### config.mk
export PLATFORM = sky130hd
export DESIGN_NAME = uart_txrx_top
export DESIGN_NICKNAME = d
export VERILOG_FILES = /design/src/rtl/uart_pkg.sv /design/src/rtl/uart_rx.sv /design/src/rtl/uart_tx.sv /design/src/rtl/uart_txrx_top.sv
export SDC_FILE = /design/constraint.sdc
export NUM_CORES = 1
export LEC_CHECK = 0
export CORE_MARGIN = 5
export CORE_UTILIZATION = 40
export CTS_BUF_LIST = sky130_fd_sc_hd__clkbuf_16
export DETAILED_ROUTE_END_ITERATION = 12
export GPL_TIMING_DRIVEN = 0
export PLACE_DENSITY = 0.59
export SKIP_LAST_GASP = 1
export SYNTH_ARGS = -nofsm -noshare
export SYNTH_HDL_FRONTEND = slang
export SYNTH_SLANG_ARGS = --single-unit
### constraint.sdc
create_clock -name clk -period 2.4 [get_ports clk]
set_input_delay 0.24 -clock clk [delete_from_list [all_inputs] [get_ports clk]]
set_output_delay 0.24 -clock clk [all_outputs]
set_load 0.05 [all_outputs]
### src/rtl/uart_pkg.sv
// Shared constants and state encodings for the 8N1 UART transmitter/receiver pair.
package uart_pkg;

  // 50 MHz system clock at 115200 baud.
  localparam int unsigned BAUD_DIV_DEFAULT = 434;

  // Character width of one frame (8N1).
  localparam int unsigned DATA_W = 8;

  // Baud counter width; covers the full legal divider range up to 65535.
  localparam int unsigned CNT_W = 16;

  typedef enum logic [1:0] {
    TX_IDLE,
    TX_START,
    TX_DATA,
    TX_STOP
  } tx_state_t;

  typedef enum logic [1:0] {
    RX_IDLE,
    RX_START,
    RX_DATA,
    RX_STOP
  } rx_state_t;

endpackage

### src/rtl/uart_rx.sv
// 8N1 serial receiver. Synchronizes the pin, validates the start bit at half a bit,
// samples data and stop at bit centres, and publishes only correctly framed bytes.
module uart_rx
  import uart_pkg::*;
#(
  parameter int unsigned BAUD_DIV = BAUD_DIV_DEFAULT
) (
  input  logic              clk,
  input  logic              rstb,
  input  logic              rx,
  output logic              rx_valid,
  output logic [DATA_W-1:0] rx_data
);

  localparam logic [CNT_W-1:0] BIT_LAST  = CNT_W'(BAUD_DIV - 1);
  localparam logic [CNT_W-1:0] HALF_LAST = CNT_W'(BAUD_DIV / 2 - 1);
  localparam logic [2:0]       IDX_LAST  = 3'(DATA_W - 1);

  rx_state_t         state, state_nxt;
  logic [CNT_W-1:0]  baud_cnt, baud_cnt_nxt;
  logic [2:0]        bit_idx, bit_idx_nxt;
  logic [DATA_W-1:0] shift, shift_nxt;
  logic [DATA_W-1:0] data_nxt;
  logic              valid_nxt;
  logic              rx_meta, rx_sync;

  // Two-flop synchronizer for the asynchronous pin, reset to the idle line level
  // so leaving reset never looks like a start bit.
  always_ff @(posedge clk or negedge rstb) begin
    if (!rstb) begin
      rx_meta <= 1'b1;
      rx_sync <= 1'b1;
    end else begin
      rx_meta <= rx;
      rx_sync <= rx_meta;
    end
  end

  // Receiver state and datapath registers.
  always_ff @(posedge clk or negedge rstb) begin
    if (!rstb) begin
      state    <= RX_IDLE;
      baud_cnt <= '0;
      bit_idx  <= '0;
      shift    <= '0;
      rx_data  <= '0;
      rx_valid <= 1'b0;
    end else begin
      state    <= state_nxt;
      baud_cnt <= baud_cnt_nxt;
      bit_idx  <= bit_idx_nxt;
      shift    <= shift_nxt;
      rx_data  <= data_nxt;
      rx_valid <= valid_nxt;
    end
  end

  // Sampling sequence: start check at half a bit, then one sample per bit period.
  always_comb begin
    state_nxt    = state;
    baud_cnt_nxt = baud_cnt;
    bit_idx_nxt  = bit_idx;
    shift_nxt    = shift;
    data_nxt     = rx_data;
    valid_nxt    = 1'b0;

    case (state)
      RX_IDLE: begin
        baud_cnt_nxt = '0;
        if (!rx_sync) begin
          state_nxt = RX_START;
        end
      end
      RX_START: begin
        baud_cnt_nxt = baud_cnt + 1'b1;
        if (baud_cnt == HALF_LAST) begin
          baud_cnt_nxt = '0;
          bit_idx_nxt  = '0;
          // A line already back high at mid-start is noise, not a frame.
          state_nxt    = rx_sync ? RX_IDLE : RX_DATA;
        end
      end
      RX_DATA: begin
        baud_cnt_nxt = baud_cnt + 1'b1;
        if (baud_cnt == BIT_LAST) begin
          baud_cnt_nxt = '0;
          shift_nxt    = {rx_sync, shift[DATA_W-1:1]};
          bit_idx_nxt  = bit_idx + 1'b1;
          if (bit_idx == IDX_LAST) begin
            state_nxt = RX_STOP;
          end
        end
      end
      RX_STOP: begin
        baud_cnt_nxt = baud_cnt + 1'b1;
        if (baud_cnt == BIT_LAST) begin
          baud_cnt_nxt = '0;
          // Framing error leaves rx_data untouched and raises no pulse.
          if (rx_sync) begin
            data_nxt  = shift;
            valid_nxt = 1'b1;
          end
          // Re-arm at mid-stop so a back-to-back start edge is not missed.
          state_nxt = RX_IDLE;
        end
      end
      default: begin
        state_nxt = RX_IDLE;
      end
    endcase
  end

endmodule

### src/rtl/uart_tx.sv
// 8N1 serial transmitter. Accepts one byte while idle and shifts it out LSB first,
// each bit lasting exactly BAUD_DIV clocks. Requests made while busy are dropped.
module uart_tx
  import uart_pkg::*;
#(
  parameter int unsigned BAUD_DIV = BAUD_DIV_DEFAULT
) (
  input  logic              clk,
  input  logic              rstb,
  input  logic              wr_en,
  input  logic [DATA_W-1:0] wr_data,
  output logic              tx_busy,
  output logic              tx
);

  localparam logic [CNT_W-1:0] BIT_LAST = CNT_W'(BAUD_DIV - 1);
  localparam logic [2:0]       IDX_LAST = 3'(DATA_W - 1);

  tx_state_t         state, state_nxt;
  logic [CNT_W-1:0]  baud_cnt, baud_cnt_nxt;
  logic [2:0]        bit_idx, bit_idx_nxt;
  logic [DATA_W-1:0] shift, shift_nxt;
  logic              tx_nxt;
  logic              busy_nxt;
  logic              bit_done;

  assign bit_done = (baud_cnt == BIT_LAST);

  // State and datapath registers; tx idles high and is forced high by reset.
  // NOTE: sequential blocks use non-blocking assignments so every register
  // samples pre-edge values, independent of statement order.
  always_ff @(posedge clk or negedge rstb) begin
    if (!rstb) begin
      state    <= TX_IDLE;
      baud_cnt <= '0;
      bit_idx  <= '0;
      shift    <= '0;
      tx       <= 1'b1;
      tx_busy  <= 1'b0;
    end else begin
      state    <= state_nxt;
      baud_cnt <= baud_cnt_nxt;
      bit_idx  <= bit_idx_nxt;
      shift    <= shift_nxt;
      tx       <= tx_nxt;
      tx_busy  <= busy_nxt;
    end
  end

  // Next-state and next-output logic; tx/tx_busy are computed one cycle ahead so
  // the pin changes on the very edge that starts each bit.
  // NOTE: every signal gets a hold-value default first, so no path through the
  // case statement leaves a variable unassigned and no latch is inferred.
  always_comb begin
    state_nxt    = state;
    baud_cnt_nxt = baud_cnt;
    bit_idx_nxt  = bit_idx;
    shift_nxt    = shift;
    tx_nxt       = tx;
    busy_nxt     = tx_busy;

    if (state != TX_IDLE) begin
      baud_cnt_nxt = bit_done ? '0 : baud_cnt + 1'b1;
    end

    case (state)
      TX_IDLE: begin
        if (wr_en) begin
          shift_nxt    = wr_data;
          baud_cnt_nxt = '0;
          bit_idx_nxt  = '0;
          tx_nxt       = 1'b0;
          busy_nxt     = 1'b1;
          state_nxt    = TX_START;
        end
      end
      TX_START: begin
        if (bit_done) begin
          tx_nxt    = shift[0];
          state_nxt = TX_DATA;
        end
      end
      TX_DATA: begin
        if (bit_done) begin
          if (bit_idx == IDX_LAST) begin
            tx_nxt    = 1'b1;
            state_nxt = TX_STOP;
          end else begin
            shift_nxt   = {1'b1, shift[DATA_W-1:1]};
            tx_nxt      = shift[1];
            bit_idx_nxt = bit_idx + 1'b1;
          end
        end
      end
      TX_STOP: begin
        if (bit_done) begin
          tx_nxt    = 1'b1;
          busy_nxt  = 1'b0;
          state_nxt = TX_IDLE;
        end
      end
      default: begin
        state_nxt = TX_IDLE;
      end
    endcase
  end

endmodule

### src/rtl/uart_txrx_top.sv
// Full-duplex 8N1 UART: independent transmitter and receiver sharing one clock.
module uart_txrx_top
  import uart_pkg::*;
#(
  parameter int unsigned BAUD_DIV = BAUD_DIV_DEFAULT
) (
  input  logic              clk,
  input  logic              rstb,
  input  logic              wr_en,
  input  logic [DATA_W-1:0] wr_data,
  output logic              tx_busy,
  output logic              tx,
  input  logic              rx,
  output logic              rx_valid,
  output logic [DATA_W-1:0] rx_data
);

  uart_tx #(
    .BAUD_DIV (BAUD_DIV)
  ) u_tx (
    .clk     (clk),
    .rstb    (rstb),
    .wr_en   (wr_en),
    .wr_data (wr_data),
    .tx_busy (tx_busy),
    .tx      (tx)
  );

  uart_rx #(
    .BAUD_DIV (BAUD_DIV)
  ) u_rx (
    .clk      (clk),
    .rstb     (rstb),
    .rx       (rx),
    .rx_valid (rx_valid),
    .rx_data  (rx_data)
  );

endmodule

Word-level counts from Yosys, hierarchy flattened

Index checks and enable logic that the tools add are counted.

Flip-flop bits (word level): 71
Output and inout port bits: 11
Word-level logic and storage cells: 98

$add $sub $neg: 4
Equal/unequal tests: 22
Multiplexer cells: 43
Reductions and logical operators: 15

Operators with widths:

| cell                                                                    | number |
|---|---|
| 16-bit two-way mux                                                      | 6 |
| 16-bit one-hot mux with 3 select lines                                  | 1 |
| 16-bit by 1-bit adder with 16-bit output, second input constant         | 2 |
| 16-bit by 9-bit equality test with 1-bit output, second input constant  | 2 |
| 8-bit two-way mux                                                       | 3 |
| 2-bit two-way mux                                                       | 11 |
| 16-bit by 8-bit equality test with 1-bit output, second input constant  | 1 |
| 2-bit by 1-bit inequality test with 1-bit output, second input constant | 8 |
| 2-bit one-hot mux with 4 select lines                                   | 2 |
| 8-bit one-hot mux with 2 select lines                                   | 1 |
| 3-bit two-way mux                                                       | 5 |
| 3-bit one-hot mux with 2 select lines                                   | 2 |
| 1-bit two-way mux                                                       | 10 |
| 5-bit AND reduction                                                     | 2 |
| 3-bit AND reduction                                                     | 3 |
| 2-bit equality test, second input constant                              | 4 |
| 4-bit AND reduction                                                     | 2 |
| 2-bit nonzero test                                                      | 4 |
| 3-bit by 1-bit adder with 3-bit output, second input constant           | 2 |
| 3-bit equality test, second input constant                              | 2 |
| 2-bit inequality test, second input constant                            | 3 |
| 2-bit by 1-bit equality test with 1-bit output, second input constant   | 2 |
| 2-bit logical NOT                                                       | 2 |
| 1-bit one-hot mux with 4 select lines                                   | 1 |
| other kinds (3)                                                         | 3 |

Depth between registers and ports, before layout

Gate-level depths: netlist of the first run.

Depth in word-level cells: 5
Gate-level depth with buffers: 9
Mapped depth without buffers: 7

Hierarchy

Synthesis of the first run repeated with hierarchy kept, for this count alone.

Cells, all modules: 344
Area, all modules: 3706.1 µm²

By module, submodules not included:

| module  | instances | cells each | area each (µm²) | seq. area each (µm²) |
|---|---|---|---|---|
| uart_rx | 1         | 155        | 1890.6          | 1003.5 |
| uart_tx | 1         | 189        | 1815.5          | 777.0 |

Worst setup path before layout of the first run

OpenSTA, ideal clock, no wires.

Path type: reg-to-reg
Start point: register u_tx.baud_cnt[11]
End point: register u_tx.shift[0]
Arrival time: 2.209 ns
Data required time: 2.275 ns
Path slack: 0.066 ns
Cell stages (with the launch flop): 7
Buffers on the path: 1
Clock period less this slack: 2.334 ns
Cells stage by stage: dfrtp_1 > buf_6 > or4_4 > or4_4 > o21ai_2 > o211ai_4 > mux2_4

Longest elaborated chain between the ends: 3

RTL lines:

| item                                                              | line          | RTL |
|---|---|---|
| start: declaration                                                | uart_tx.sv:20 | `logic [CNT_W-1:0] baud_cnt, baud_cnt_nxt;` |
| start signal: assignment                                          | uart_tx.sv:42 | `baud_cnt <= baud_cnt_nxt;` |
| 16-bit by 9-bit equality test with 1-bit output                   | uart_tx.sv:27 | `assign bit_done = (baud_cnt == BIT_LAST);` |
| 2-bit by 1-bit inequality test with 1-bit output (no source line) | -             |  |
| 4-bit AND reduction (no source line)                              | -             |  |
| end signal: assignment                                            | uart_tx.sv:44 | `shift <= shift_nxt;` |
| end: declaration                                                  | uart_tx.sv:22 | `logic [DATA_W-1:0] shift, shift_nxt;` |

Every way passes these cells.
A chain may end at the register's enable or synchronous reset.

Worst setup path in the final report of the first run

Start point: register u_tx.baud_cnt[11]
End point: register u_tx.shift[6]

The elaborated chain is that of the path after synthesis.

==> run summary, run 1 <==
* 27.7% — Comb power frac
* 37.2% — power share of the clock group
* dfrtp_1 — main flop type after synthesis
* 11.0% — post-synthesis mux area share
* 53.5% — relative slew slack
* 8.67 ps — final clock skew
* 2420 ps — time the worst path needs with I/O delays and setup
* simple AND/OR/NAND/NOR gates — kind of cell with the highest combined delay on the critical path
* 22 — total of buffers placed on input and output ports
* 4.78 mm — HPWL reported at the end of detailed placement
* 35.1% — sequential share of power
* 0.0111 mm^2 — full die area
* 1 — number of buffer and inverter stages on the critical path
* 408 — total number of nets in the final design
* 0 — count of yosys warnings during synthesis
* dfrtp_1 (68), nand2_1 (31), nor2_1 (31), o21ai_0 (30), mux2_2 (26) — top cells by instance count after synthesis
* 0.00363 mm^2 — total standard cell area after synthesis
* 71 — flip-flop and latch count after synthesis
* 2.95 mW — Internal Power
* simple AND/OR/NAND/NOR gates — dominant combinational cell family by area after synthesis
* 14.4 um — routed length per instance
* 0.00881 mm^2 — core footprint
* 6 — Stages on worst setup path
* buf_6, or4_4, or4_4, o21ai_4, o211ai_4, mux2_4 — crit-path cells
* 1.23 mW — power dissipated by switching net loads
* 9 — clock buffers created by TritonCTS
* 49.0% — sequential element share of the synthesized area
* -20 ps — setup slack of the worst register-to-register path
* flop — endpoint class of the critical path
* 7.07 mm — aggregate routed wire length
* 0 — antenna diode instance count
* 34 — Site Rows
* 3 — number of H-tree levels
* 0.00401 mm^2 — placed instance area
* 105 um — Die X-Extent
* 338 — Syn Inst Count
* 580 ps — CP peak stage delay
* 4.19 mW — Total Power Consumption
* 368 — post-synth net total
* flop — sort of element at the start of the critical path
* 469 — Cell Count Post-Placement
* 936 mW/mm^2 — Cell Pwr Density
* 0.00447 mm^2 — design area
* 46.8% — area fraction of the dominant cell type after synthesis
* 100% — FFs w/ async S/R, synth
* 0 — total congestion overflow after global routing
* 71 — clock sinks
* or4_4 — slowest stage cell, crit path
* 6 — Worst R2R Path Depth
* 41.2% — Initial Utilization
* 0 — number of max-cap violations
* 16.8% — fraction of the mapped netlist area in simple logic gates
* 0 — number of hold violations in the final report
* or4_4 — cell type with the highest occurrence count on the critical path
* 0 — antenna violations before repair
* dfrtp_1 — most numerous cell in the Yosys netlist
* 413 MHz — maximum clock frequency
* clkbuf_16 — Root Driver
* 695 ps — transition at the pin with the smallest max-transition slack
* 491 — non-filler instance count after layout
* 2590 — via count of the first global-routing pass
* -23.5 ps — setup slack of the critical path after layout
* setup timing — violated checks
* 5.38 — Via density
* 0 — number of nets still failing antenna checks after routing
* 2 — clk buf depth
* 12.5 mm — first-pass GRT wire length
* 10.7 um^2 — syn avg cell area
* 3.38% — post-synthesis share of cell area spent on xor and xnor gates
* 23 — Top-Level Pins
* 330 ps — latest clock arrival within the worst-skew pair
* 2640 ps — data arrival time of the critical path
* dfrtp_1 — most area-hungry cell type in the Yosys netlist
* 0 — number of design rule violations left after detail routing
* 6.20% — adder-cell area share of the yosys netlist
* yes — unrepaired setup endpoints after global routing
* 50.8% — final core utilization
* 29.4% — sw frac
* 54 — pin count of the biggest net entering global routing
* 11.0% — share of the synthesized area in compound gates (AO/OA/AOI/OAI)
* input port to asynchronous set/reset pin — path category of the worst min-delay check
* 7 — count of endpoints failing setup in the final report
* -131 ps — Setup TNS
* 0 — final count of pins violating max slew
* 45 — number of distinct library cell variants in the gate-level netlist after synthesis
* 13.6% — global routing usage summed across all routing layers
* 0.834 — weighted congestion reported at the end of routability-driven placement
* 4 — router iterations before antenna repair
* 114 — number of violations reported at the end of detailed-routing iteration 0
* 2640 — routed vias
* 23.1% — area added between synthesis and finish
* 60 ps — clock-pin slew reported for the worst setup and hold paths after clock tree synthesis
* 8 — highest fanout seen on the critical path
* 105 um — overall die height
* finished with violations — outcome
* 20.9% — layout cells sized above 1
* dfrtp_1 (47%), mux2_2 (8.1%), ha_1 (6.2%) — biggest area contributors in the synthesized netlist
* built — clock tree from TritonCTS
* 0.660 mV — largest vdd supply drop
* 2620 ps — data required time of the worst path
* 1.99 nW — P_leak
* 0 — Post-synth EDFFs
* 101% — portion of the clock cycle consumed by the worst path in the final layout
* flop to flop — critical path class
[what timing repair did]
action                     CTS  global route
resized for setup            8             5
setup buffers                0             7
setup endpoints to repair   34            33
cloned                       0             0
hold endpoints to repair    18             0
pin swaps                    2             6
hold buffers                 1             0
[per-layer routing]
layer | vias to the layer above | track usage (%) | wire, um | part of all wire, %
met5 | - | 0 | 0 | 0
met4 | 0 | 6.65 | 144 | 2.0
met3 | 14 | 2.63 | 270 | 3.8
met2 | 59 | 21.4 | 3280 | 46
met1 | 1264 | 18.1 | 3370 | 48
li1 | 1303 | - | - | -
[metrics by stage]
| step | hold slack, ps | setup slack, ps |
|---|---|---|
| after floorplan | -55.6 | 65.8 |
| after global placement | 347 | -1410 |
| after detailed placement | 141 | -207 |
| after CTS | 328 | -4.74 |
| after global routing | 358 | -69.6 |
| final | 333 | -23.5 |
[logic make-up after synthesis]
logic type	count (synthesis)
and+or+nand+nor	119
xor gates and xnor gates	14
AOI/OAI and AO/OA	61
DFF	71
buffers and inverters	22
muxes	33
adders and majority gates	18
[cell usage in the layout, fill, tap and decap left out, types with 9 or more instances in the layout]
cell type        synthesis  layout
dfrtp_1                 68      66
nor2_1                  31      31
nand2_1                 31      31
o21ai_0                 30      30
mux2_2                  26      26
clkdlybuf4s50_1          0      21
ha_1                    18      18
inv_1                   12      13
nand4_1                 11      11
nand3_1                  9       9
buf_4                    0       9
a21oi_1                  9       9
clkbuf_16                0       9
[final timing paths]
check,from,to
max,u_tx.baud_cnt[11],u_tx.shift[6]
min,rstb,u_tx.bit_idx[1]
max reg2reg,u_tx.baud_cnt[11],u_tx.shift[6]
min reg2reg,u_rx.rx_meta,u_rx.rx_sync
max in group asynchronous,rstb,u_rx.rx_sync
min in group clk,u_rx.rx_meta,u_rx.rx_sync
[cell type report]
| class | instances | area (um^2) |
|---|---|---|
| fillers | 801 | 4330 |
| plain buffers | 8 | 43.8 |
| multi-input cells | 245 | 1810 |
| well taps | 108 | 135 |
| clock buffers | 9 | 225 |
| flip-flops and latches | 71 | 1780 |
| clock inverters | 7 | 120 |
| repair buffers | 31 | 308 |
| inverters | 12 | 45.0 |
[power by group through the flow]
stage	sequential, mW	clock, mW	combinational, mW
after CTS	1.47	1.60	1.13
after floorplan	1.48	0	0.849
after global placement	1.48	0	1.07
after global routing	1.49	1.65	1.28
after detailed placement	1.48	0	1.10
final	1.47	1.56	1.16
[sequential cells by signal (all words and copies together), names as in the netlist, named ones only]
register	flops
u_tx.state	2
u_rx.state	1
u_rx.rx_sync	1
u_rx.bit_idx	3
u_tx.bit_idx	3
u_rx.shift	8
u_rx.rx_valid	1
u_rx.baud_cnt	16
u_tx.tx	1
u_tx.tx_busy	1
u_rx.rx_meta	1
u_tx.baud_cnt	16
u_tx.shift	8
u_rx.rx_data	8
[worst reg2reg max path: stages, from the launching register on]
cell and delay [ps]:
dfrtp_1 370, buf_6 120, or4_4 540, or4_4 580
o21ai_4 190, o211ai_4 170, mux2_4 340
Power figures use the tool's default switching activity.
==> inputs of run 2 (changes only) <==
--- a/config.mk
+++ b/config.mk
@@ -5,6 +5,7 @@
 export SDC_FILE = /design/constraint.sdc
 export NUM_CORES = 1
 export LEC_CHECK = 0
+export ABC_CLOCK_PERIOD_IN_PS = 2400
 export CORE_MARGIN = 5
 export CORE_UTILIZATION = 40
 export CTS_BUF_LIST = sky130_fd_sc_hd__clkbuf_16
@@ -12,6 +13,7 @@
 export GPL_TIMING_DRIVEN = 0
 export PLACE_DENSITY = 0.59
 export SKIP_LAST_GASP = 1
+export SLEW_MARGIN = 25
 export SYNTH_ARGS = -nofsm -noshare
 export SYNTH_HDL_FRONTEND = slang
 export SYNTH_SLANG_ARGS = --single-unit
==> run 2 against run 1 <==
Compared with the run above:
- the flow now finishes without violations
- clock skew fell by 4.2 ps
- clock power hardly changed
- register-to-register slack gained 60 ps
- sequential share of layout area shrank 0.083 points
- largest power group unchanged
- core utilization grew 0.14 points
- hold slack gained 7.5 ps
- setup slack better by 58 ps
- critical path depth stayed put
- global-route usage decreased by 0.12 points
==> run summary, run 2 (synthesis results as in run 1) <==
* input port to asynchronous set/reset pin — path category of the worst min-delay check, unchanged
* 53.8% — relative slew slack, was 53.5%
* u_tx.baud_cnt[11] — reg2reg start, unchanged
* flop — sort of element at the start of the critical path, unchanged
* 60 ps — clock-pin slew reported for the worst setup and hold paths after clock tree synthesis, about the same
* 54 — pin count of the biggest net entering global routing, unchanged
* 4.48 ps — final clock skew, was 8.67 ps
* 105 um — overall die height, unchanged
* 2610 ps — data required time of the worst path, was 2620 ps
* 4.80 mm — HPWL reported at the end of detailed placement, was 4.78 mm
* u_rx.baud_cnt x16, u_tx.baud_cnt x16 — registers with the highest flip-flop counts, unchanged
* 10 — highest fanout seen on the critical path, was 8
* 409 — total number of nets in the final design, was 408
* 71 — clock sinks, unchanged
* 469 — Cell Count Post-Placement, unchanged
* 98.6% — portion of the clock cycle consumed by the worst path in the final layout, was 101%
* 2580 ps — data arrival time of the critical path, was 2640 ps
* 941 mW/mm^2 — Cell Pwr Density, was 936 mW/mm^2
* clkbuf_16 — Root Driver, unchanged
* 691 ps — transition at the pin with the smallest max-transition slack, was 695 ps
* 3 — number of H-tree levels, unchanged
* 13.5% — global routing usage summed across all routing layers, was 13.6%
* 0 — total congestion overflow after global routing, unchanged
* 2370 ps — time the worst path needs with I/O delays and setup, was 2420 ps
* 23 — Top-Level Pins, unchanged
* 105 um — Die X-Extent, unchanged
* simple AND/OR/NAND/NOR gates — kind of cell with the highest combined delay on the critical path, unchanged
* u_tx.baud_cnt[11] — Critical Path Start, unchanged
* 12.3 mm — first-pass GRT wire length, was 12.5 mm
* buf_6, or4_4, or4_4, o21ai_4, o211ai_4, mux2_4 — crit-path cells, unchanged
* 30 ps — setup slack of the worst register-to-register path, was -20 ps
* 0.834 — weighted congestion reported at the end of routability-driven placement, unchanged
* 22 — total of buffers placed on input and output ports, unchanged
* built — clock tree from TritonCTS, unchanged
* 2633 — routed vias, was 2640
* finished clean — outcome, was finished with violations
* 0 — number of nets still failing antenna checks after routing, unchanged
* 7.21 mm — aggregate routed wire length, was 7.07 mm
* 0 — final count of pins violating max slew, unchanged
* 0.0111 mm^2 — full die area, unchanged
* 0.00881 mm^2 — core footprint, unchanged
* 492 — non-filler instance count after layout, was 491
* 0 — number of design rule violations left after detail routing, unchanged
* 796 — Fillers, was 801
* flop — endpoint class of the critical path, unchanged
* 580 ps — CP peak stage delay, about the same
* 23.5% — area added between synthesis and finish, was 23.1%
* or4_4 — cell type with the highest occurrence count on the critical path, unchanged
* 1 — number of buffer and inverter stages on the critical path, unchanged
* 0 — antenna violations before repair, unchanged
* 41.2% — Initial Utilization, unchanged
* 5 — router iterations before antenna repair, was 4
* 0 ps — Setup TNS, was -131 ps
* 5.35 — Via density, was 5.38
* 423 MHz — maximum clock frequency, was 413 MHz
* 0 — number of hold violations in the final report, unchanged
* dfrtp_1 (65), nor2_1 (31), nand2_1 (31) — most frequent cells in the layout, was dfrtp_1 (66), nor2_1 (31), nand2_1 (31)
* 34 — Site Rows, unchanged
* dfrtp_1 — most frequent standard cell in the layout excluding fill and tap cells, unchanged
* 0 — count of endpoints failing setup in the final report, was 7
* 2 — clk buf depth, unchanged
* 4.22 mW — Total Power Consumption, was 4.19 mW
* 2518 — via count of the first global-routing pass, was 2590
* 1.98 nW — P_leak, was 1.99 nW
* 0 — antenna diode instance count, unchanged
* flop to flop — critical path class, unchanged
* 0.642 mV — largest vdd supply drop, was 0.660 mV
* or4_4 — slowest stage cell, crit path, unchanged
* 9 — clock buffers created by TritonCTS, unchanged
* 0 — number of max-cap violations, unchanged
* yes — unrepaired setup endpoints after global routing, unchanged
* 14.7 um — routed length per instance, was 14.4 um
* 101 — number of violations reported at the end of detailed-routing iteration 0, was 114
* 330 ps — latest clock arrival within the worst-skew pair, about the same
* 22.1% — layout cells sized above 1, was 20.9%
-- run 2: layout make-up --
| cell class | instances | area, um^2 | share of cell area (%) |
|---|---|---|---|
| buffer | 7 | 40.0 | 0.893 |
| clock buffer | 9 | 225 | 5.02 |
| clock inverter | 7 | 120 | 2.68 |
| inverter | 12 | 45.0 | 1.00 |
| multi-input combinational | 245 | 1810 | 40.4 |
| sequential | 71 | 1780 | 39.8 |
| tap | 108 | 135 | 3.01 |
| timing repair buffer | 33 | 323 | 7.20 |
-- run 2: what timing repair did --
action,4_1_cts,5_1_grt
endpoints found under the hold margin,18,0
setup endpoints to repair,34,32
resized for setup,6,9
pin swaps,3,3
hold buffers,1,0
setup buffers,0,9
-- run 2: stage by stage --
step	hold slack (ps)	util (%)	cell area [um^2]	setup slack, ps
finish	341	50.9	4490	34.3
floorplan	-55.6	-	3630	65.8
global placement	347	45.3	3990	-1410
global route	348	50.9	4490	-17.8
detailed placement	140	45.6	4010	-216
CTS	341	50.0	4410	-21.2
-- run 2: where the power goes --
group / total (mW) / internal (mW) / leakage, nW / switching (mW)
Clock: 1.55 / 1.02 / 0.166 / 0.531
Combinational: 1.20 / 0.617 / 0.889 / 0.583
Sequential: 1.47 / 1.35 / 0.929 / 0.124
-- run 2: routing by layer --
metal	global-route usage, %	wire length, um
met2	21.1	3390
met1	18.5	3510
met5	0	0
met3	3.48	239
met4	4.03	78
-- run 2: worst paths after layout --
check                                  end  cells after the start
setup / recovery             u_tx.shift[6]                      6
hold / removal             u_tx.bit_idx[1]                      2
setup reg to reg             u_tx.shift[6]                      6
hold reg to reg               u_rx.rx_sync                      0
max in group asynchronous     u_rx.rx_meta                      3
min in group clk              u_rx.rx_sync                      0
==> inputs of run 3 (changes only) <==
--- a/config.mk
+++ b/config.mk
@@ -5,13 +5,13 @@
 export SDC_FILE = /design/constraint.sdc
 export NUM_CORES = 1
 export LEC_CHECK = 0
+export ABC_AREA = 1
 export ABC_CLOCK_PERIOD_IN_PS = 2400
-export CORE_MARGIN = 5
 export CORE_UTILIZATION = 40
 export CTS_BUF_LIST = sky130_fd_sc_hd__clkbuf_16
 export DETAILED_ROUTE_END_ITERATION = 12
 export GPL_TIMING_DRIVEN = 0
-export PLACE_DENSITY = 0.59
+export PLACE_DENSITY = 0.58
 export SKIP_LAST_GASP = 1
 export SLEW_MARGIN = 25
 export SYNTH_ARGS = -nofsm -noshare
==> run 3 against run 2 <==
Compared with the run above:
- fmax is 24% higher
- critical endpoint is now u_tx.baud_cnt[2]
- critical path depth increased by 1
- combinational power decreased by 21%
- clock power down 9.7%
- hold slack worse by 9.2 ps
- highest routed layer unchanged
- wire length increased by 14%
- final cell count grew 36%
- cell area is 7.9% higher
- sequential share of layout area shrank 3.0 points
- critical path type unchanged
- first-iteration DRC count rose by 15%
- power down 11%
- via count is 25% higher
==> run summary, run 3 <==
* finished clean — outcome, unchanged
* input port to flop — path category of the worst min-delay check, was input port to asynchronous set/reset pin
* nand2_1 — most numerous cell in the Yosys netlist, was dfrtp_1
* 71 — flip-flop and latch count after synthesis, unchanged
* 0.525 mV — largest vdd supply drop, was 0.642 mV
* inv_1 — cell type with the highest occurrence count on the critical path, was or4_4
* 14.6 mm — first-pass GRT wire length, was 12.3 mm
* 17.6% — global routing usage summed across all routing layers, was 13.5%
* 15.3% — layout cells sized above 1, was 22.1%
* dfrtp_1 — slowest stage cell, crit path, was or4_4
* 42 — number of distinct library cell variants in the gate-level netlist after synthesis, was 45
* 43.4% — sequential element share of the synthesized area, was 49.0%
* flop to flop — critical path class, unchanged
* nand2_1 (109), dfrtp_1 (68), inv_1 (51), nand3_1 (48), nor2_1 (37) — top cells by instance count after synthesis, was dfrtp_1 (68), nand2_1 (31), nor2_1 (31), o21ai_0 (30), mux2_2 (26)
* flop — sort of element at the start of the critical path, unchanged
* 41.6% — Initial Utilization, was 41.2%
* 0 — Post-synth EDFFs, unchanged
* 410 ps — CP peak stage delay, was 580 ps
* 0 ps — Setup TNS, unchanged
* 0.0107 mm^2 — full die area, was 0.0111 mm^2
* 116 — number of violations reported at the end of detailed-routing iteration 0, was 101
* 0 — number of hold violations in the final report, unchanged
* flop — endpoint class of the critical path, unchanged
* 23 — Top-Level Pins, unchanged
* inv_1, ha_1, inv_2, nor2_4, inv_1, clkbuf_1, o22ai_1 — crit-path cells, was buf_6, or4_4, or4_4, o21ai_4, o211ai_4, mux2_4
* 0 — number of design rule violations left after detail routing, unchanged
* dfrtp_1 (41%), nand2_1 (10%), nand3_1 (5.9%) — biggest area contributors in the synthesized netlist, was dfrtp_1 (47%), mux2_2 (8.1%), ha_1 (6.2%)
* 0 — number of nets still failing antenna checks after routing, unchanged
* nand2_1 — most frequent standard cell in the layout excluding fill and tap cells, was dfrtp_1
* 48 — pin count of the biggest net entering global routing, was 54
* 0 — post-CTS repair timing setup buffer count, unchanged
* 3.77 mW — Total Power Consumption, was 4.22 mW
* 8.24 mm — aggregate routed wire length, was 7.21 mm
* buffers and inverters — kind of cell with the highest combined delay on the critical path, was simple AND/OR/NAND/NOR gates
* u_rx.baud_cnt x16, u_tx.baud_cnt x16 — registers with the highest flip-flop counts, unchanged
* 2110 ps — data arrival time of the critical path, was 2580 ps
* 0 — post-CTS sizing, was 6
* 12.3 um — routed length per instance, was 14.7 um
* 2 — clk buf depth, unchanged
* 100% — FFs w/ async S/R, synth, unchanged
* nand2_1 (109), dfrtp_1 (68), inv_1 (52) — most frequent cells in the layout, was dfrtp_1 (65), nor2_1 (31), nand2_1 (31)
* 36 — Site Rows, was 34
* 3178 — via count of the first global-routing pass, was 2518
* 2.28 nW — P_leak, was 1.98 nW
* 495 ps — transition at the pin with the smallest max-transition slack, was 691 ps
* 103 um — Die X-Extent, was 105 um
* 17.9% — area added between synthesis and finish, was 23.5%
* dfrtp_1 — main flop type after synthesis, unchanged
* 3 — number of H-tree levels, unchanged
* 0 — number of max-cap violations, unchanged
* 0.00411 mm^2 — total standard cell area after synthesis, was 0.00363 mm^2
* 3289 — routed vias, was 2633
* 0.845 — weighted congestion reported at the end of routability-driven placement, was 0.834
* 66.9% — relative slew slack, was 53.8%
* 0.00986 mm^2 — core footprint, was 0.00881 mm^2
* 497 — Syn Inst Count, was 338
* clkbuf_16 — Root Driver, unchanged
* 4 — number of buffer and inverter stages on the critical path, was 1
* 486 ps — setup slack of the critical path after layout, was 34.3 ps
* 5.95 mm — HPWL reported at the end of detailed placement, was 4.80 mm
* met2 — routing layer with the top usage in global route, unchanged
* 433 ps — post-placement worst setup slack, was -216 ps
* 527 — post-synth net total, was 368
* 331 ps — worst slack on hold paths, was 341 ps
* 79.7% — portion of the clock cycle consumed by the worst path in the final layout, was 98.6%
* 780 mW/mm^2 — Cell Pwr Density, was 941 mW/mm^2
* no — unrepaired setup endpoints after global routing, was yes
* 103 um — overall die height, was 105 um
* 6.61 ps — final clock skew, was 4.48 ps
* dfrtp_1 — most area-hungry cell type in the Yosys netlist, unchanged
* 71 — clock sinks, unchanged
* 9 — clock buffers created by TritonCTS, unchanged
* 330 ps — latest clock arrival within the worst-skew pair, about the same
* 0 — antenna violations before repair, unchanged
* 22 — total of buffers placed on input and output ports, unchanged
* built — clock tree from TritonCTS, unchanged
* 10 — highest fanout seen on the critical path, unchanged
* 562 — total number of nets in the final design, was 409
* 21.9% — met1 layer usage reported by global route, was 18.5%
* 0 — total congestion overflow after global routing, unchanged
* 8.26 um^2 — syn avg cell area, was 10.7 um^2
* 29.7% — met2 track demand over resource in global routing, was 21.1%
* 4 — router iterations before antenna repair, was 5
* 0 — antenna diode instance count, unchanged
* 0 — final count of pins violating max slew, unchanged
* 41.5% — area fraction of the dominant cell type after synthesis, was 46.8%
* 60 ps — clock-pin slew reported for the worst setup and hold paths after clock tree synthesis, about the same
* 4.91 — Via density, was 5.35
* 0 — count of yosys warnings during synthesis, unchanged
* 2590 ps — data required time of the worst path, was 2610 ps
* 0 — count of endpoints failing setup in the final report, unchanged
* 523 MHz — maximum clock frequency, was 423 MHz
* 4.57% — met3 Usage GRT, was 3.48%
* 1910 ps — time the worst path needs with I/O delays and setup, was 2370 ps
[run 3: cell count changes after synthesis, sizes merged, moves of 5 or more]
cell,delta
mux2i,+6
o21ai,+17
inv,+49
mux2,-33
nand3,+40
or4,-6
nor2,+18
nand2,+91
nand2b,-5
and3,-5
[run 3: worst paths after layout]
check / from / to / depth (start not counted) / slack (ps)
min: rx / u_rx.rx_meta / 1 / 330
max reg2reg: u_tx.state[0] / u_tx.baud_cnt[2] / 7 / 490
min reg2reg: u_rx.rx_meta / u_rx.rx_sync / 0 / 360
max in group asynchronous: rstb / u_rx.rx_meta / 3 / 1430
max: u_tx.state[0] / u_tx.baud_cnt[2] / 7 / 490
min in group asynchronous: rstb / u_rx.baud_cnt[5] / 2 / 360
[run 3: stage by stage]
step                cells  utilization, %  area [um^2]
global placement      652            45.5         4490
floorplan             497               -         4110
global route          670            49.1         4840
finish                670            49.1         4840
detailed placement    653            45.8         4520
CTS                   670            49.1         4840
[run 3: routing by layer]
layer | up-vias | share of wire (%)
li1 | 1695 | -
met1 | 1541 | 47
met2 | 47 | 49
met3 | 6 | 3.2
met4 | 0 | 1.1
met5 | - | 0
[run 3: final cells by class]
class | count | area (um^2)
fillers | 926 | 5020
multi-input cells | 351 | 2010
flip-flops and latches | 71 | 1780
repair buffers | 24 | 255
inverters | 64 | 246
clock buffers | 9 | 225
well taps | 133 | 166
clock inverters | 7 | 88.8
plain buffers | 11 | 72.6
[run 3: worst register-to-register path: stages, from the launching register on]
cell	delay (ps)
dfrtp_1	410
inv_1	80
ha_1	280
inv_2	210
nor2_4	100
inv_1	160
clkbuf_1	410
o22ai_1	150
[run 3: cells by family (layout without fill, tap and decap cells)]
logic type,after synthesis,in the layout,share of synthesized area (%)
buffers and inverters,75,115,7.77
AOI/OAI and AO/OA,73,73,10.9
muxes,6,6,1.46
and+or+nand+nor,247,247,29.5
adders and majority gates,18,18,5.49
DFF,71,71,43.4
xor gates and xnor gates,7,7,1.49
[run 3: power by group]
group | internal (mW) | switching, mW | leakage [nW]
sequential | 1.33 | 0.0929 | 0.941
combinational | 0.352 | 0.595 | 1.19
clock | 0.902 | 0.500 | 0.154
total | 2.59 | 1.19 | 2.28
[run 3: repair_timing]
action,4_1_cts,5_1_grt
hold endpoints to repair,23,0
hold buffers,1,0
endpoints found under the setup margin,0,0
==> RTL edit 1 (settings of run 2) <==
Set the package constant `CNT_W` to 32 (it was 16).
--- a/src/rtl/uart_pkg.sv
+++ b/src/rtl/uart_pkg.sv
@@ -10,3 +10,3 @@
   // Baud counter width; covers the full legal divider range up to 65535.
-  localparam int unsigned CNT_W = 16;
+  localparam int unsigned CNT_W = 32;
 
Function: no difference found for any inputs over 10 cycles, from zero or initial values and one cycle with rstb low; that may be too few to reach the edited logic, so the function may still have changed.
==> RTL edit 1 against run 2 <==
  * Design area is 43% higher
  * Maximum frequency is 3.8% higher
  * Area after synthesis is 49% higher
  * Sequential cell count is 32 higher
  * Wire length is 63% higher
  * Final cell count is 55% higher
  * First-iteration DRC count grew to 2.8 times the old value
  * Hold slack worse by 0.046 ns
  * Clock skew is 0.0057 ns higher
  * Setup slack better by 0.087 ns
  * Sequential power is 40% higher
  * Total power is 22% higher
  * Critical path type unchanged
  * Critical endpoint is now u_rx.state[0]
  * Largest cell class unchanged
  * Highest routed layer unchanged
==> RTL edit 1: results (changes against run 2) <==
stage,metric,value,unit,change
place,pre-CTS setup slack,-0.120,ns,was -0.216 ns
yosys,"top cells by count, synth","dfrtp_1 (100), nor2_1 (58), o21ai_0 (48)",,"was dfrtp_1 (68), nand2_1 (31), nor2_1 (31)"
layout,Seq cells,103,,was 71
layout,FF+latch area,0.00258,sq mm,was 0.00178 sq mm
layout,buffers outside the clock class,54,,was 40
place,Final HPWL DP,7990,microns,was 4800 microns
yosys,Post-Syn Instances,542,,was 338
layout,inverters,20,,was 12
power_and_ir_drop,LEAKAGE,0.00283,uW,was 0.00198 uW
power_and_ir_drop,clock power share,0.328,,was 0.367
place,placed cell count,741,,was 469
yosys,largest cells by area after synthesis,"dfrtp_1 (46%), mux2_2 (5.4%), o21ai_0 (4.4%), ha_1 (4.4%), nor2_1 (4.0%)",,"was dfrtp_1 (47%), mux2_2 (8.1%), ha_1 (6.2%), o21ai_0 (4.1%), nand2_1 (3.2%)"
layout,Largest regs,"u_rx.baud_cnt x32, u_tx.baud_cnt x32",,"was u_rx.baud_cnt x16, u_tx.baud_cnt x16"
worst_setup_path,reg2reg end,u_rx.state[0],,was u_tx.shift[6]
yosys,Synth Net Count,573,,was 368
layout,area of the multi-input gates,0.00274,sq mm,was 0.00181 sq mm
worst_setup_path,Critical Path AT,2.55,ns,was 2.58 ns
worst_hold_path,worst min path class,primary input to flip-flop,,was primary input to async pin
layout,NonClk Buf Share,0.0695,,was 0.0809
layout,Fillers,1229,,was 796
global_routing,pin count of the biggest net entering global routing,62,,was 54
global_routing,M1 GR Usage,0.200,,was 0.185
route,DR WL met2,5630,microns,was 3390 microns
global_routing,total track usage,0.152,,was 0.135
sta,Slew HR,0.587,,was 0.538
power_and_ir_drop,Sw Ratio,0.306,,was 0.293
layout,Nets,614,,was 409
clocking,Clock Latency Late Sink,0.35,ns,was 0.33 ns
layout,Multi-input comb cells,395,,was 245
layout,Clock buf/inv share,0.0539,,was 0.0770
sta,Worst Skew,0.0102,ns,was 0.00448 ns
worst_setup_path,R2R setup slack,0.12,ns,was 0.03 ns
global_routing,met3 Usage GRT,0.0433,,was 0.0348
layout,Final Non-Filler Cells,764,,was 492
run_status,status,"finished, final reports clean",,unchanged
worst_setup_path,R2R depth,8,,was 6
yosys,unique cell type count in the Yosys netlist,48,,was 45
[RTL edit 1: critical path, stage by stage (launching register included)]
cell      delay, ns
dfrtp_1        0.40
inv_1          0.08
ha_1           0.14
nor4bb_2       0.34
nand2_2        0.15
nor4_4         0.42
o22ai_2        0.16
a221oi_1       0.29
mux2i_1        0.22
[RTL edit 1: worst max-delay path by stage]
stage | from | end | slack, ns | depth (start not counted)
after global routing | u_rx.baud_cnt[1] | u_rx.baud_cnt[23] | -0.08 | 9
after floorplan | u_tx.baud_cnt[22] | u_tx.shift[1] | 0.29 | 6
final | u_rx.baud_cnt[1] | u_rx.state[0] | 0.12 | 8
after CTS | u_tx.baud_cnt[9] | u_tx.baud_cnt[7] | 0.003 | 9
after global placement | rstb | u_tx.baud_cnt[4] | -2.89 | 1
after detailed placement | u_rx.baud_cnt[1] | u_rx.baud_cnt[25] | -0.12 | 9
[RTL edit 1: kinds of logic after synthesis]
logic type | Yosys count | share of synthesized area
DFF | 103 | 0.476
and+or+nand+nor | 206 | 0.201
AOI/OAI and AO/OA | 102 | 0.113
buffers and inverters | 44 | 0.0360
adders and majority gates | 19 | 0.0439
muxes | 36 | 0.0780
xor gates and xnor gates | 32 | 0.0517
[RTL edit 1: through the flow]
step | power, uW | area, sq um | hold WS, ns
2_1_floorplan | 3050 | 5420 | -0.0556
3_3_place_gp | 3360 | 5860 | 0.353
3_5_place_dp | 3400 | 5890 | 0.193
4_1_cts | 5160 | 6290 | 0.279
5_1_grt | 5430 | 6400 | 0.287
6_report | 5140 | 6400 | 0.295
[RTL edit 1: repair_timing]
action                                 4_1_cts  5_1_grt
setup endpoints to repair                   36       92
hold buffers                                 1        0
pin swaps                                    2        5
setup buffers                                4        3
endpoints found under the hold margin       41        0
gates resized for setup                      4       22
cloned                                       0        0
==> RTL edit 2 (flow settings as in run 2) <==
Without the edit above. Make the reset (`rstb`) synchronous in 3 clocked blocks. Comments in the files are not updated.
--- a/src/rtl/uart_rx.sv
+++ b/src/rtl/uart_rx.sv
@@ -28,3 +28,3 @@
   // so leaving reset never looks like a start bit.
-  always_ff @(posedge clk or negedge rstb) begin
+  always_ff @(posedge clk) begin
     if (!rstb) begin
@@ -39,3 +39,3 @@
   // Receiver state and datapath registers.
-  always_ff @(posedge clk or negedge rstb) begin
+  always_ff @(posedge clk) begin
     if (!rstb) begin
--- a/src/rtl/uart_tx.sv
+++ b/src/rtl/uart_tx.sv
@@ -31,3 +31,3 @@
   // samples pre-edge values, independent of statement order.
-  always_ff @(posedge clk or negedge rstb) begin
+  always_ff @(posedge clk) begin
     if (!rstb) begin
Check against the original RTL: differs if rstb is asserted again (counterexample within 4 cycles, from zero or initial values and one cycle with rstb low); with rstb held inactive, the same outputs for 10 cycles.
==> RTL edit 2 against run 2 <==
  * The run now ends with negative setup slack left
  * Area after synthesis fell by 4.2%
  * Sequential cell count stayed put
  * Design area down 2.6%
  * Largest power group unchanged
  * Count of clock-buffer cells in the layout did not move
  * Critical endpoint is now u_tx.bit_idx[2]
  * Total power shrank 1.5%
  * Wire length increased by 7.4%
  * Critical path type unchanged
  * Setup slack got worse by 0.044 ns
==> RTL edit 2: results (changes against run 2) <==
stage,metric,value,unit,change
run_status,status,"finished, violations left",,"was finished, final reports clean"
run_status,violated checks,negative setup slack,,
yosys,part of the Yosys area used for sequential elements,0.409,,was 0.490
yosys,largest cells by area after synthesis,"dfxtp_1 (41%), nand2_1 (6.7%), ha_1 (6.5%), a21oi_1 (5.3%), nor2_1 (4.0%)",,"was dfrtp_1 (47%), mux2_2 (8.1%), ha_1 (6.2%), o21ai_0 (4.1%), nand2_1 (3.2%)"
place,placed inst area,0.00384,sq mm,was 0.00401 sq mm
place,Final HPWL DP,5200,microns,was 4800 microns
sta,setup ws final,-0.00986,ns,was 0.0343 ns
layout,final instance area,0.00437,sq mm,was 0.00449 sq mm
place,RD Place Congestion,0.774,,was 0.834
yosys,"top cells by count, synth","dfxtp_1 (71), nand2_1 (62), a21oi_1 (37), nor2_1 (37), ha_1 (18)",,"was dfrtp_1 (68), nand2_1 (31), nor2_1 (31)"
global_routing,total track usage,0.156,,was 0.135
global_routing,vias in the first global route,2912,,was 2518
sta,Slew HR,0.460,,was 0.538
power_and_ir_drop,LEAKAGE,0.00151,uW,was 0.00198 uW
sta,Setup TNS,-0.0213,ns,was 0 ns
route,routed length per instance,13.9,microns,was 14.7 microns
sta,Worst Skew,0.00964,ns,was 0.00448 ns
place,pre-CTS setup slack,-0.308,ns,was -0.216 ns
yosys,Post-synth ARST share,0,,was 1.00
layout,share of cells above drive strength 1,0.145,,was 0.221
route,Initial DRT Pass Iterations,4,,was 5
yosys,Synth Net Count,436,,was 368
power_and_ir_drop,internal power,2830,uW,was 2990 uW
layout,Nets,474,,was 409
sta,Final setup viols,3,,was 0
worst_setup_path,Critical Path AT,2.62,ns,was 2.58 ns
route,initial DRC count,112,,was 101
global_routing,first-pass GRT wire length,13300,microns,was 12300 microns
[RTL edit 2: cell types whose count changed in the layout (fill, tap and decap cells not counted), sizes merged, moves of 10 or more]
cell | before | now
dfxtp | 0 | 71
dfrtp | 68 | 0
mux2 | 33 | 0
nand2 | 31 | 62
a21oi | 9 | 39
o21ai | 31 | 15
a311oi | 0 | 13
mux2i | 0 | 10
[RTL edit 2: per-layer routing]
layer | vias to the layer above | share of wire | global-route usage
li1 | 1531 | - | -
met1 | 1411 | 0.49 | 0.209
met2 | 61 | 0.46 | 0.250
met3 | 10 | 0.033 | 0.0275
met4 | 0 | 0.014 | 0.0588
met5 | - | 0 | 0
[RTL edit 2: area by class of cell]
| type | instances | share of cell area |
|---|---|---|
| Buffer | 13 | 0.0192 |
| Inverter | 14 | 0.0120 |
| Clock inverter | 7 | 0.0275 |
| Multi-Input combinational cell | 302 | 0.458 |
| Sequential cell | 71 | 0.328 |
| Tap cell | 108 | 0.0309 |
| Timing Repair Buffer | 33 | 0.0727 |
| Clock buffer | 9 | 0.0515 |
[RTL edit 2: power groups by stage]
| stage | combinational, uW | sequential, uW | clock, uW |
|---|---|---|---|
| finish | 1230 | 1380 | 1550 |
| floorplan | 764 | 1430 | 0 |
| global route | 1350 | 1390 | 1630 |
| detailed placement | 1040 | 1400 | 0 |
| global placement | 1030 | 1390 | 0 |
| CTS | 1110 | 1370 | 1570 |
[RTL edit 2: cell families (layout without fill, tap and decap cells)]
group	Yosys count	in the layout	synth area share
mux	10	10	0.0288
compound gates	89	89	0.177
simple gates	170	170	0.239
flops	71	71	0.409
fa+ha+maj	18	18	0.0647
xor+xnor	15	15	0.0378
buf+inv	33	76	0.0435
[RTL edit 2: worst max-delay path, cell delays in order, from the launching register on]
cell	delay, ns
dfxtp_4	0.36
or4_4	0.55
or4_4	0.55
o32ai_4	0.40
nand2_1	0.16
a32o_1	0.27
[RTL edit 2: repair_timing]
item | 4_1_cts | 5_1_grt
setup endpoints to repair | 35 | 46
resized for setup | 8 | 27
pin swaps | 1 | 16
setup buffers | 5 | 6
[RTL edit 2: through the flow]
step	hold WS [ns]	power, uW	instances
3_5_place_dp	0.402	2440	536
5_1_grt	0.469	4380	557
4_1_cts	0.416	4050	557
6_report	0.420	4160	557
3_3_place_gp	0.396	2430	536
2_1_floorplan	0.313	2190	406
[RTL edit 2: path summary, 6_finish.rpt]
| kind | slack [ns] | start | end |
|---|---|---|---|
| setup / recovery | -0.01 | u_tx.baud_cnt[2] | u_tx.bit_idx[2] |
| hold reg to reg | 0.42 | u_rx.rx_meta | u_rx.rx_sync |
| setup reg to reg | -0.01 | u_tx.baud_cnt[2] | u_tx.bit_idx[2] |
| hold / removal | 0.42 | u_rx.rx_meta | u_rx.rx_sync |
